--- config.mk ---
export PLATFORM = sky130hd
export DESIGN_NAME = mem_req_sequencer
export DESIGN_NICKNAME = d
export VERILOG_FILES = /design/src/rtl/mem_req_sequencer.sv
export SDC_FILE = /design/constraint.sdc
export NUM_CORES = 1
export LEC_CHECK = 0
export BUFFER_PORTS_ARGS = -buffer_cell sky130_fd_sc_hd__buf_2
export CORE_MARGIN = 5
export CORE_UTILIZATION = 25
export DETAILED_ROUTE_END_ITERATION = 10
export GPL_ROUTABILITY_DRIVEN = 0
export GPL_TIMING_DRIVEN = 0
export SLEW_MARGIN = 20
export SYNTH_ARGS = -nofsm -noshare
export SYNTH_HDL_FRONTEND = slang
export SYNTH_SLANG_ARGS = --single-unit
--- constraint.sdc ---
create_clock -name clk -period 2.15 [get_ports clk]
set_clock_uncertainty 0.2 [all_clocks]
set_input_delay 0 -clock clk [delete_from_list [all_inputs] [get_ports clk]]
set_output_delay 0 -clock clk [all_outputs]
set_load 0.005 [all_outputs]
--- src/rtl/mem_req_sequencer.sv ---
// rtl/mem_req_sequencer.sv - in-order read/write request sequencer for the single-port memory
// Commands queue in a small FIFO and go out as one-cycle memory strobes; one read in flight at a time.
module mem_req_sequencer #(
   parameter int ADDR_W    = 6,
   parameter int DATA_W    = 8,
   parameter int CMD_DEPTH = 4,
   parameter int RD_LAT    = 1
) (
   input  logic              clk,
   input  logic              reset,
   input  logic              req_valid,
   output logic              req_ready,
   input  logic              req_we,
   input  logic [ADDR_W-1:0] req_addr,
   input  logic [DATA_W-1:0] req_wdata,
   output logic              rsp_valid,
   input  logic              rsp_ready,
   output logic [DATA_W-1:0] rsp_rdata,
   output logic [ADDR_W-1:0] mem_addr,
   output logic              mem_wr_en,
   output logic              mem_rd_en,
   output logic [DATA_W-1:0] mem_wdata,
   input  logic [DATA_W-1:0] mem_rdata,
   output logic              busy
);
   localparam int PW    = $clog2(CMD_DEPTH);
   localparam int PTR_W = PW + 1;
   localparam int EW    = 1 + ADDR_W + DATA_W;
   localparam int CW    = $clog2(RD_LAT + 1);

   localparam logic [2:0] S_IDLE     = 3'd0;
   localparam logic [2:0] S_ISSUE_WR = 3'd1;
   localparam logic [2:0] S_ISSUE_RD = 3'd2;
   localparam logic [2:0] S_WAIT_RD  = 3'd3;
   localparam logic [2:0] S_RESP     = 3'd4;

   logic [EW-1:0]    fifo_mem [CMD_DEPTH];
   logic [PTR_W-1:0] wr_ptr, rd_ptr, wr_ptr_n, rd_ptr_n;
   logic [2:0]       state, state_n;
   logic [CW-1:0]    lat_cnt;
   logic [EW-1:0]    head;
   logic             push, pop, lat_done, issue_slot, full_n;

   assign head       = fifo_mem[rd_ptr[PW-1:0]];
   assign push       = req_valid && req_ready;
   assign lat_done   = (state == S_WAIT_RD) && (lat_cnt == CW'(RD_LAT));
   assign issue_slot = (state == S_IDLE) || (state == S_ISSUE_WR) ||
                       ((state == S_RESP) && rsp_ready);
   assign pop        = (wr_ptr != rd_ptr) && issue_slot;
   assign wr_ptr_n   = wr_ptr + PTR_W'(push);
   assign rd_ptr_n   = rd_ptr + PTR_W'(pop);
   assign full_n     = (wr_ptr_n[PW] != rd_ptr_n[PW]) &&
                       (wr_ptr_n[PW-1:0] == rd_ptr_n[PW-1:0]);

   always_ff @(posedge clk) begin
      if (push) fifo_mem[wr_ptr[PW-1:0]] <= {req_we, req_addr, req_wdata};
   end

   // A pop always overrides the default transition, which is what gives back-to-back issue.
   always_comb begin
      state_n = state;
      case (state)
         S_IDLE:     state_n = S_IDLE;
         S_ISSUE_WR: state_n = S_IDLE;
         S_ISSUE_RD: state_n = S_WAIT_RD;
         S_WAIT_RD:  if (lat_done) state_n = S_RESP;
         S_RESP:     if (rsp_ready) state_n = S_IDLE;
         default:    state_n = S_IDLE;
      endcase
      if (pop) state_n = head[EW-1] ? S_ISSUE_WR : S_ISSUE_RD;
   end

   always_ff @(posedge clk or negedge reset) begin
      if (!reset) begin
         state     <= S_IDLE;
         wr_ptr    <= '0;
         rd_ptr    <= '0;
         lat_cnt   <= '0;
         req_ready <= 1'b1;
         busy      <= 1'b0;
         mem_wr_en <= 1'b0;
         mem_rd_en <= 1'b0;
         mem_addr  <= '0;
         mem_wdata <= '0;
         rsp_valid <= 1'b0;
         rsp_rdata <= '0;
      end else begin
         state     <= state_n;
         wr_ptr    <= wr_ptr_n;
         rd_ptr    <= rd_ptr_n;
         req_ready <= !full_n;
         busy      <= (wr_ptr_n != rd_ptr_n) || (state_n != S_IDLE);
         mem_wr_en <= pop && head[EW-1];
         mem_rd_en <= pop && !head[EW-1];
         if (pop) begin
            mem_addr <= head[EW-2 -: ADDR_W];
            if (head[EW-1]) mem_wdata <= head[DATA_W-1:0];
         end
         // Counter sits at 1 outside WAIT_RD so the first wait cycle already counts.
         lat_cnt <= (state == S_WAIT_RD) ? lat_cnt + CW'(1) : CW'(1);
         if (lat_done) begin
            rsp_valid <= 1'b1;
            rsp_rdata <= mem_rdata;
         end else if ((state == S_RESP) && rsp_ready) begin
            rsp_valid <= 1'b0;
         end
      end
   end
endmodule

==> impl_metrics.tcl, run 1 <==
set metrics [dict create \
    critPathMaxStageDelay_ps 390 \
    worstSetupEndpointType "flop" \
    cts_inserted_buffers 9 \
    hold_viol 0 \
    syn-instance-count 180 \
    r2r_start "rd_ptr[0]" \
    cp_slowest_cell "dfrtp_1" \
    die_h_um 131 \
    status "complete, but fails checks" \
    relSlewSlack_pct 40.1 \
    area_delta_synth_final_pct 35.5 \
    antenna_found_initial 0 \
    max_freq_mhz 453 \
    die_width_um 131 \
    leakagePower_nw 1.90 \
    final_cell_mix "60 x edfxtp_1, 53 x buf_2, 33 x dfrtp_1, 25 x dlygate4sd3_1, 19 x mux2_2" \
    rrSetupSlack_ps -60 \
    cts.clk_slew.worst_paths_ps 60 \
    regArea_um2 2730 \
    vdd_drop_max_v 0.000427 \
    multiInputGateArea_um2 1030 \
    grtUsageMet2_pct 15.5 \
    setup_violations 1 \
    cts_tree "yes" \
    rows 44 \
    ys_warn_count 0 \
    dp_hpwl_mm 4.81 \
    drive_gt1_share_pct 47.7 \
    fin_crit_ps 2210 \
    grt_use_met1_pct 11.0 \
    synth_nets 211 \
    wl_per_cell_um 15.9 \
    via_per_inst 4.23 \
    start_kind "flop" \
    insertion_delay_ps 340 \
    fin_util_pct 34.2 \
    report.final.slew_viol_count 0 \
    drt_iter0_markers 71 \
    fill_cells 1419 \
    ys_types 29 \
    critPathMaxFanout 3 \
    busiest_layer "met2" \
    numPortBuffers 53 \
    grt_max_degree 38 \
    cts.htree.levels 3 \
    antennaDiodeCount 0 \
    final_nets 311 \
    routed_wirelength_mm 7.44 \
    track_usage_pct 9.28 \
    core_um2 14400 \
    yosysSeqAreaShare_pct 74.9 \
    cap_violations 0 \
    cts_root_buffer "clkbuf_16" \
    synth.cell_area_um2 3640 \
    fin_crit_sh_pct 103 \
    num_vias 1982 \
    dr.pass1.iters 4 \
    dpl_cell_area_um2 4250 \
    path_class "reg2reg" \
    min_to "wr_ptr[0]" \
    dieArea_um2 17100 \
    crit_chain "buf_6, xnor2_4, nand2_2, o21ai_4, inv_2, ha_4, ha_4, xor2_2, xor2_1, nor2_1, nand4b_1" \
    cpMostUsedCell "ha_4" \
    synth.avg_cell_area_um2 20.2 \
    ys_ff_latch 97 \
    cts_buffer_depth 2 \
    start_util_pct 25.3 \
    cp_data_required_time_ps 2160 \
    overflow 0 \
    worst_pin_slew_ps 898 \
    cts.sinks 97 \
    setup_ws_ps -58.1 \
    drc 0 \
    power.density_nw_per_um2 1460 \
    num_io_pins 54 \
    holdCritPathClass "in2reg" \
    ff2ff_path_depth 11 \
    min_path_cells 4 \
    failed_checks "negative setup slack" \
    fin_area_um2 4940 \
    first_global_vias 2152 \
    r2r_end "busy" \
    final_common_cell "edfxtp_1" \
    grt_util_met3_pct 2.60 \
    final_antenna_net_count 0 \
    worstHoldStart "req_valid" \
    grt_pass1_wl_mm 11.5 \
    rsz0062_at_grt "true" \
    hold_ws_ps 85.2 \
    worstPathArrival_ps 2220 \
]
==> cell families after synthesis <==
family	after synthesis	synth area share (%)
XOR/XNOR	8	1.92
multiplexers	37	16.4
AO/OA/AOI/OAI	7	1.65
AND/OR/NAND/NOR	19	2.71
flip-flops	97	74.9
buffers and inverters	8	1.10
adder cells (fa/ha/maj)	4	1.37
==> synth_stat cells <==
library cell	instances	share of area (%)
buf_2	2	0.27
mux4_1	3	2.2
xor2_1	4	0.96
inv_1	4	0.41
nor2_1	3	0.31
nor3b_1	2	0.41
o21ai_2	1	0.24
o21ai_0	1	0.14
a21oi_1	2	0.27
clkbuf_1	1	0.10
mux2_2	22	6.8
xnor2_1	4	0.96
dfstp_2	1	0.72
o211ai_4	1	0.58
nand2_1	6	0.62
nor3_1	1	0.14
edfxtp_1	60	49
and3_1	1	0.17
o41ai_1	1	0.24
nand3b_1	1	0.21
dfrtp_1	36	25
mux4_2	12	7.4
buf_6	1	0.31
ha_1	4	1.4
a31oi_1	1	0.17
nand4b_1	1	0.24
nor2b_1	1	0.17
nand2b_1	1	0.17
nand3_1	2	0.27
==> state kept, by name, indices dropped and copies added, names as in the netlist <==
register	count
rsp_valid	1
fifo_mem	60
lat_cnt	1
rsp_rdata	8
req_ready	1
wr_ptr	3
mem_addr	6
state	3
mem_wdata	8
mem_wr_en	1
rd_ptr	3
mem_rd_en	1
busy	1
==> per-stage QoR <==
stage,power [mW],setup slack (ps),setup TNS (ps),cells
2_1_floorplan,4.55,-71.9,-71.9,180
3_3_place_gp,5.24,-372,-15000,417
3_5_place_dp,5.39,-456,-3320,419
6_report,7.22,-58.1,-58.1,469
4_1_cts,7.13,-113,-113,466
5_1_grt,7.68,-159,-525,469
==> critical path: cells and delay by family, from the launching register on <==
family	cells	cell delay, ps
XOR/XNOR	3	430
flip-flops	1	390
AND/OR/NAND/NOR	3	360
adder cells (fa/ha/maj)	2	310
buffers and inverters	2	210
AO/OA/AOI/OAI	1	190
==> worst max-delay path by stage <==
stage               slack, ps  startpoint    to  cells past startpoint
CTS                      -110   wr_ptr[0]  busy                     10
global route             -160   rd_ptr[0]  busy                     11
floorplan                 -70   rd_ptr[0]  busy                     11
detailed placement       -460   wr_ptr[0]  busy                     10
global placement         -370   rd_ptr[0]  busy                     11
finish                    -60   rd_ptr[0]  busy                     11
==> final cells by class <==
cell class	count	area share, %
clock buffer	12	4.99
clock inverter	4	0.608
buffer	4	0.709
sequential	97	55.3
timing repair buffer	89	12.6
multi-input combinational	75	20.8
tap	184	4.66
inverter	4	0.304
==> layer usage <==
layer | part of all wire, % | up-vias
met2 | 51 | 43
met5 | 0 | -
met4 | 2.2 | 0
li1 | - | 897
met3 | 4.5 | 11
met1 | 43 | 1031
==> power breakdown <==
group	switching, mW	internal (mW)	total [mW]
logic	1.29	1.55	2.84
registers	0.301	2.59	2.89
clock network	0.668	0.819	1.49
total	2.26	4.96	7.22
==> repair_timing <==
action | CTS | global route
setup buffers | 6 | 3
hold buffers | 25 | 0
pin swaps | 3 | 4
cloned | 0 | 0
resized for setup | 7 | 11
hold endpoints to repair | 107 | 0
setup endpoints to repair | 33 | 13
Note: power is estimated with default switching activity, not from simulation.
==> run 2: changes to the inputs <==
==> constraint.sdc (replaced) <==
create_clock -name clk -period 2.15 [get_ports clk]
set_clock_uncertainty 0.2 [all_clocks]
set_input_delay 0.43 -clock clk [delete_from_list [all_inputs] [get_ports clk]]
set_output_delay 0.43 -clock clk [all_outputs]
set_load 0.005 [all_outputs]
==> impl_metrics.tcl, run 2 (synthesized netlist as in run 1, its figures left out) <==
set metrics [dict create \
    status "complete, but fails checks" \
    failed_checks "negative setup slack" \
    critPathMaxFanout 7 \
    first_global_vias 2055 \
    wl_per_cell_um 16.6 \
    cp_data_required_time_ps 2160 \
    dp_hpwl_mm 4.81 \
    cts.sinks 97 \
    leakagePower_nw 1.79 \
    final_common_cell "edfxtp_1" \
    final_cell_mix "60 x edfxtp_1, 53 x buf_2, 33 x dfrtp_1, 19 x mux2_2, 12 x mux4_2" \
    final_nets 286 \
    drt_iter0_markers 65 \
    cpMostUsedCell "ha_4" \
    grt_max_degree 38 \
    drive_gt1_share_pct 52.3 \
    drc 0 \
    setup_ws_ps -52.6 \
    cts_tree "yes" \
    cp_top_family "XOR/XNOR gates" \
    die_width_um 131 \
    rsz0062_at_grt "true" \
    fin_util_pct 32.5 \
    cp_slowest_cell "dfrtp_1" \
    rows 44 \
    total_power_mw 7.18 \
    largest_reg_flops 60 \
    num_vias 1872 \
    start_util_pct 25.3 \
    vdd_drop_max_v 0.000428 \
    final_antenna_net_count 0 \
    dp.cells 419 \
    routed_wirelength_mm 7.37 \
    crit_chain "buf_6, xor2_4, o21ai_4, inv_2, ha_4, ha_4, xor2_2, xor2_1, nor2_1, nand4b_1" \
    relSlewSlack_pct 39.5 \
    worstSetupEndpointType "flop" \
    overflow 0 \
    area_delta_synth_final_pct 28.7 \
    finalSetupTns_ps -52.6 \
    dr.pass1.iters 4 \
    cap_violations 0 \
    track_usage_pct 9.15 \
    path_buf_inv 2 \
    holdCritPathClass "in2async" \
    antennaDiodeCount 0 \
    antenna_found_initial 0 \
    core_um2 14400 \
    cts_inserted_buffers 9 \
    via_per_inst 4.22 \
    path_class "reg2reg" \
    setup_violations 1 \
    critPathMaxStageDelay_ps 390 \
    num_io_pins 54 \
    cts_root_buffer "clkbuf_16" \
    cts.htree.levels 3 \
    fin_crit_sh_pct 102 \
    numPortBuffers 53 \
    cts.clk_slew.worst_paths_ps 60 \
    insertion_delay_ps 340 \
    hold_buffers 0 \
    cts_buffer_depth 2 \
    worstPathArrival_ps 2210 \
    start_kind "flop" \
    fin_cells 444 \
    fin_crit_ps 2200 \
    power.density_nw_per_um2 1530 \
    hold_viol 0 \
    die_h_um 131 \
    max_freq_mhz 454 \
    dieArea_um2 17100 \
    grt_pass1_wl_mm 11.2 \
    report.final.slew_viol_count 0 \
    worst_pin_slew_ps 908 \
]
run 2: changes by cell type in the layout (fill, tap and decap cells not counted), sizes merged:
cell,previous run,this run
dlygate4sd3,25,0
run 2: timing repair:
| action | 4_1_cts | 5_1_grt |
|---|---|---|
| setup buffers | 6 | 3 |
| setup endpoints to repair | 33 | 13 |
| gates resized for setup | 7 | 11 |
| hold endpoints to repair | 0 | 0 |
| pin swaps | 3 | 4 |
| gates cloned | 0 | 0 |
run 2: final timing paths:
kind | from | endpoint | slack (ps) | cells past startpoint
worst max-delay path | rd_ptr[1] | busy | -50 | 10
worst min-delay path | reset | mem_addr[0] | 20 | 1
worst max register to register | rd_ptr[1] | busy | -50 | 10
worst min register to register | mem_wdata[6] | mem_wdata[6] | 300 | 1
max in group asynchronous | reset | wr_ptr[0] | 1110 | 1
min in group clk | req_addr[4] | fifo_mem[0][12] | 100 | 1
run 2: cell type report:
type	instances	area [µm²]
clock buffers	12	246
clock inverters	4	30.0
fillers	1439	9730
well taps	184	230
flip-flops and latches	97	2730
plain buffers	4	35.0
repair buffers	64	372
multi-input cells	75	1030
inverters	4	15.0
run 2: report_power, final:
group | internal [mW] | leakage (nW) | total (mW) | switching, mW
sequential | 2.59 | 0.979 | 2.89 | 0.300
combinational | 1.52 | 0.679 | 2.80 | 1.28
clock | 0.819 | 0.133 | 1.49 | 0.668
total | 4.93 | 1.79 | 7.18 | 2.25
run 2: stage by stage:
stage | hold slack [ps] | cell area [µm²] | setup slack [ps]
6_report | 20.7 | 4690 | -52.6
5_1_grt | 86.9 | 4690 | -159
4_1_cts | 59.7 | 4620 | -113
3_5_place_dp | 288 | 4250 | -456
3_3_place_gp | 281 | 4210 | -372
2_1_floorplan | -65.6 | 3710 | -71.9
run 2: routing by layer:
metal / part of all wire (%) / global-route usage [%] / vias up / wire length, µm
met5: 0 / 0 / - / 0
met3: 5.6 / 3.01 / 11 / 415
met4: 2.1 / 4.54 / 0 / 156
li1: - / - / 847 / -
met2: 50 / 15.0 / 46 / 3700
met1: 42 / 10.8 / 968 / 3100
==> run 3: changes to the inputs <==
--- a/config.mk
+++ b/config.mk
@@ -5,6 +5,7 @@
 export SDC_FILE = /design/constraint.sdc
 export NUM_CORES = 1
 export LEC_CHECK = 0
+export ABC_AREA = 1
 export BUFFER_PORTS_ARGS = -buffer_cell sky130_fd_sc_hd__buf_2
 export CORE_MARGIN = 5
 export CORE_UTILIZATION = 25
==> impl_metrics.tcl, run 3 <==
set metrics [dict create \
    synth_most_common_cell "nand2_1" \
    yosys.area_share.adder_pct 1.24 \
    grt_util_met3_pct 3.64 \
    synth_area_leaders "edfxtp_1 45%, dfrtp_1 22%, nand2_1 9.9%, inv_1 4.9%, nor2_1 2.5%" \
    synth_compound_area_share_pct 2.73 \
    synth_xor_area_share_pct 1.52 \
    syn-instance-count 373 \
    synth_top_area_cell "edfxtp_1" \
    synthMuxAreaShare_pct 0 \
    cts.sinks 97 \
    synth.cell_area_um2 4030 \
    switching_share_pct 37.0 \
    holdCritPathClass "in2async" \
    synth_top_family_by_area "simple AND/OR/NAND/NOR gates" \
    seqPwrFrac_pct 35.9 \
    wl_per_cell_um 13.1 \
    num_io_pins 54 \
    power.density_nw_per_um2 1540 \
    first_global_vias 2765 \
    cts_buffer_depth 2 \
    vdd_drop_max_v 0.000482 \
    cts.htree.levels 3 \
    numPortBuffers 53 \
    cts_tree "yes" \
    insertion_delay_ps 340 \
    die_width_um 137 \
    power_frac_clock_pct 20.0 \
    critPathMaxStageDelay_ps 430 \
    yosysSeqAreaShare_pct 67.7 \
    hold_viol 0 \
    ys_warn_count 0 \
    worst_pin_slew_ps 875 \
    final_common_cell "nand2_1" \
    r2r_start "rd_ptr[0]" \
    report.final.slew_viol_count 0 \
    fill_cells 1602 \
    die_h_um 137 \
    cp_slowest_cell "dfrtp_2" \
    num_vias 2763 \
    dp_hpwl_mm 6.25 \
    total_power_mw 7.92 \
    worstPathArrival_ps 2110 \
    synth_edf_count 60 \
    yosys.area_share.simple_pct 19.6 \
    overflow 0 \
    crit_chain "inv_2, nand2_2, nand2_2, nor2_4, nand2_4, nand2_8, inv_6, ha_4, ha_4, xnor2_2, nand3_1, nor2_1, nand3b_1" \
    start_kind "flop" \
    drive_gt1_share_pct 27.1 \
    critPathMaxFanout 7 \
    final_cell_mix "103 x nand2_1, 60 x edfxtp_1, 55 x buf_2, 52 x inv_1, 33 x dfrtp_1" \
    fin_crit_ps 2090 \
    area_delta_synth_final_pct 27.4 \
    path_buf_inv 2 \
    grtUsageMet2_pct 16.6 \
    cts.clk_slew.worst_paths_ps 60 \
    p_int_mw 4.99 \
    routed_wirelength_mm 8.91 \
    track_usage_pct 10.0 \
    worstSetupStartpoint "rd_ptr[0]" \
    async_reset_ff_share_pct 38.1 \
    drt_iter0_markers 189 \
    cp_top_family "simple AND/OR/NAND/NOR gates" \
    cts_inserted_buffers 9 \
    p_comb_share_pct 44.1 \
    leakagePower_nw 2.36 \
    ys_ff_latch 97 \
    path_class "reg2reg" \
    core_um2 15800 \
    start_util_pct 25.5 \
    dr.pass1.iters 4 \
    antenna_found_initial 3 \
    relSlewSlack_pct 41.7 \
    status "completed" \
    cap_violations 0 \
    via_per_inst 4.07 \
    dieArea_um2 18800 \
    hold_buffers 0 \
    p_sw_mw 2.93 \
    drc 0 \
    setup_violations 0 \
    synth.avg_cell_area_um2 10.8 \
    grt_use_met1_pct 11.4 \
    synth_nets 404 \
    rows 46 \
    ys.flop_type "edfxtp_1" \
    final_antenna_net_count 0 \
    synthTopCellsByCount "106 x nand2_1, 60 x edfxtp_1, 53 x inv_1" \
    ys_types 28 \
    cp.depth 13 \
    finalSetupTns_ps 0 \
    fin_crit_sh_pct 97.3 \
    cp_data_required_time_ps 2170 \
    post-synth-top-area-fraction_pct 44.7 \
    largest_reg_flops 60 \
    cts_root_buffer "clkbuf_16" \
    final_nets 488 \
    grt_max_degree 38 \
    ff2ff_path_depth 13 \
    max_freq_mhz 478 \
    worstSetupEndpointType "flop" \
    grt_pass1_wl_mm 14.2 \
    busiest_layer "met2" \
]
-- run 3: cell count changes after synthesis, moves of 3 or more --
cell     change
mux4_2      -12
nand2_1    +100
mux4_1       -3
buf_4        +4
inv_1       +49
o21ai_1      +5
o21ai_0     +16
nor2_1      +24
nand4_1      +9
nor3_1       +3
mux2_2      -22
nand3_1     +18
-- run 3: routing by layer --
metal	wire length, µm	part of all wire, %	vias up
li1	-	-	1367
met1	3580	40	1299
met2	4440	50	72
met3	660	7.4	19
met4	199	2.2	6
met5	28	0.31	-
-- run 3: logic make-up (layout without fill, tap and decap cells) --
group / after synthesis / count (layout)
compound gates: 22 / 22
xor+xnor: 7 / 7
fa+ha+maj: 4 / 4
buf+inv: 66 / 155
flops: 97 / 97
other cells: 0 / 1
simple gates: 177 / 177
-- run 3: power by group through the flow --
| stage | clock network [mW] | logic, mW | registers (mW) |
|---|---|---|---|
| floorplan | 0 | 1.99 | 2.86 |
| global placement | 0 | 2.86 | 2.86 |
| detailed placement | 0 | 2.98 | 2.87 |
| CTS | 1.62 | 3.32 | 2.83 |
| global route | 1.72 | 3.93 | 2.90 |
| finish | 1.58 | 3.49 | 2.84 |
-- run 3: path summary, 6_finish.rpt --
kind                                    to  slack, ps
max reg2reg                           busy         60
min                            mem_addr[2]          8
max                                   busy         60
max in group asynchronous        rd_ptr[0]       1140
min in group clk           fifo_mem[0][12]        100
min reg2reg                   mem_wdata[1]        270
-- run 3: what timing repair did --
item,CTS,global route
resized for setup,11,8
setup buffers,8,6
endpoints found under the setup margin,14,2
pin swaps,5,9
-- run 3: stage by stage --
step / hold slack, ps / std cells / util, % / area, µm² / setup slack (ps)
after detailed placement: 254 / 648 / 29.3 / 4640 / -356
after floorplan: -65.6 / 373 / - / 4030 / -148
after CTS: 42.8 / 672 / 31.9 / 5060 / 4.70
after global routing: 80.9 / 678 / 32.4 / 5130 / -40.2
after global placement: 253 / 642 / 28.8 / 4560 / -1170
final: 8.25 / 679 / 32.4 / 5130 / 57.9
-- run 3: final cells by class --
cell class	instances	area, µm²	area share [%]
plain buffers	11	85.1	1.66
flip-flops and latches	97	2730	53.3
multi-input cells	210	1110	21.6
clock buffers	12	248	4.83
well taps	216	270	5.27
diodes	1	2.50	0.0488
repair buffers	73	423	8.24
clock inverters	4	50.0	0.975
inverters	55	211	4.12
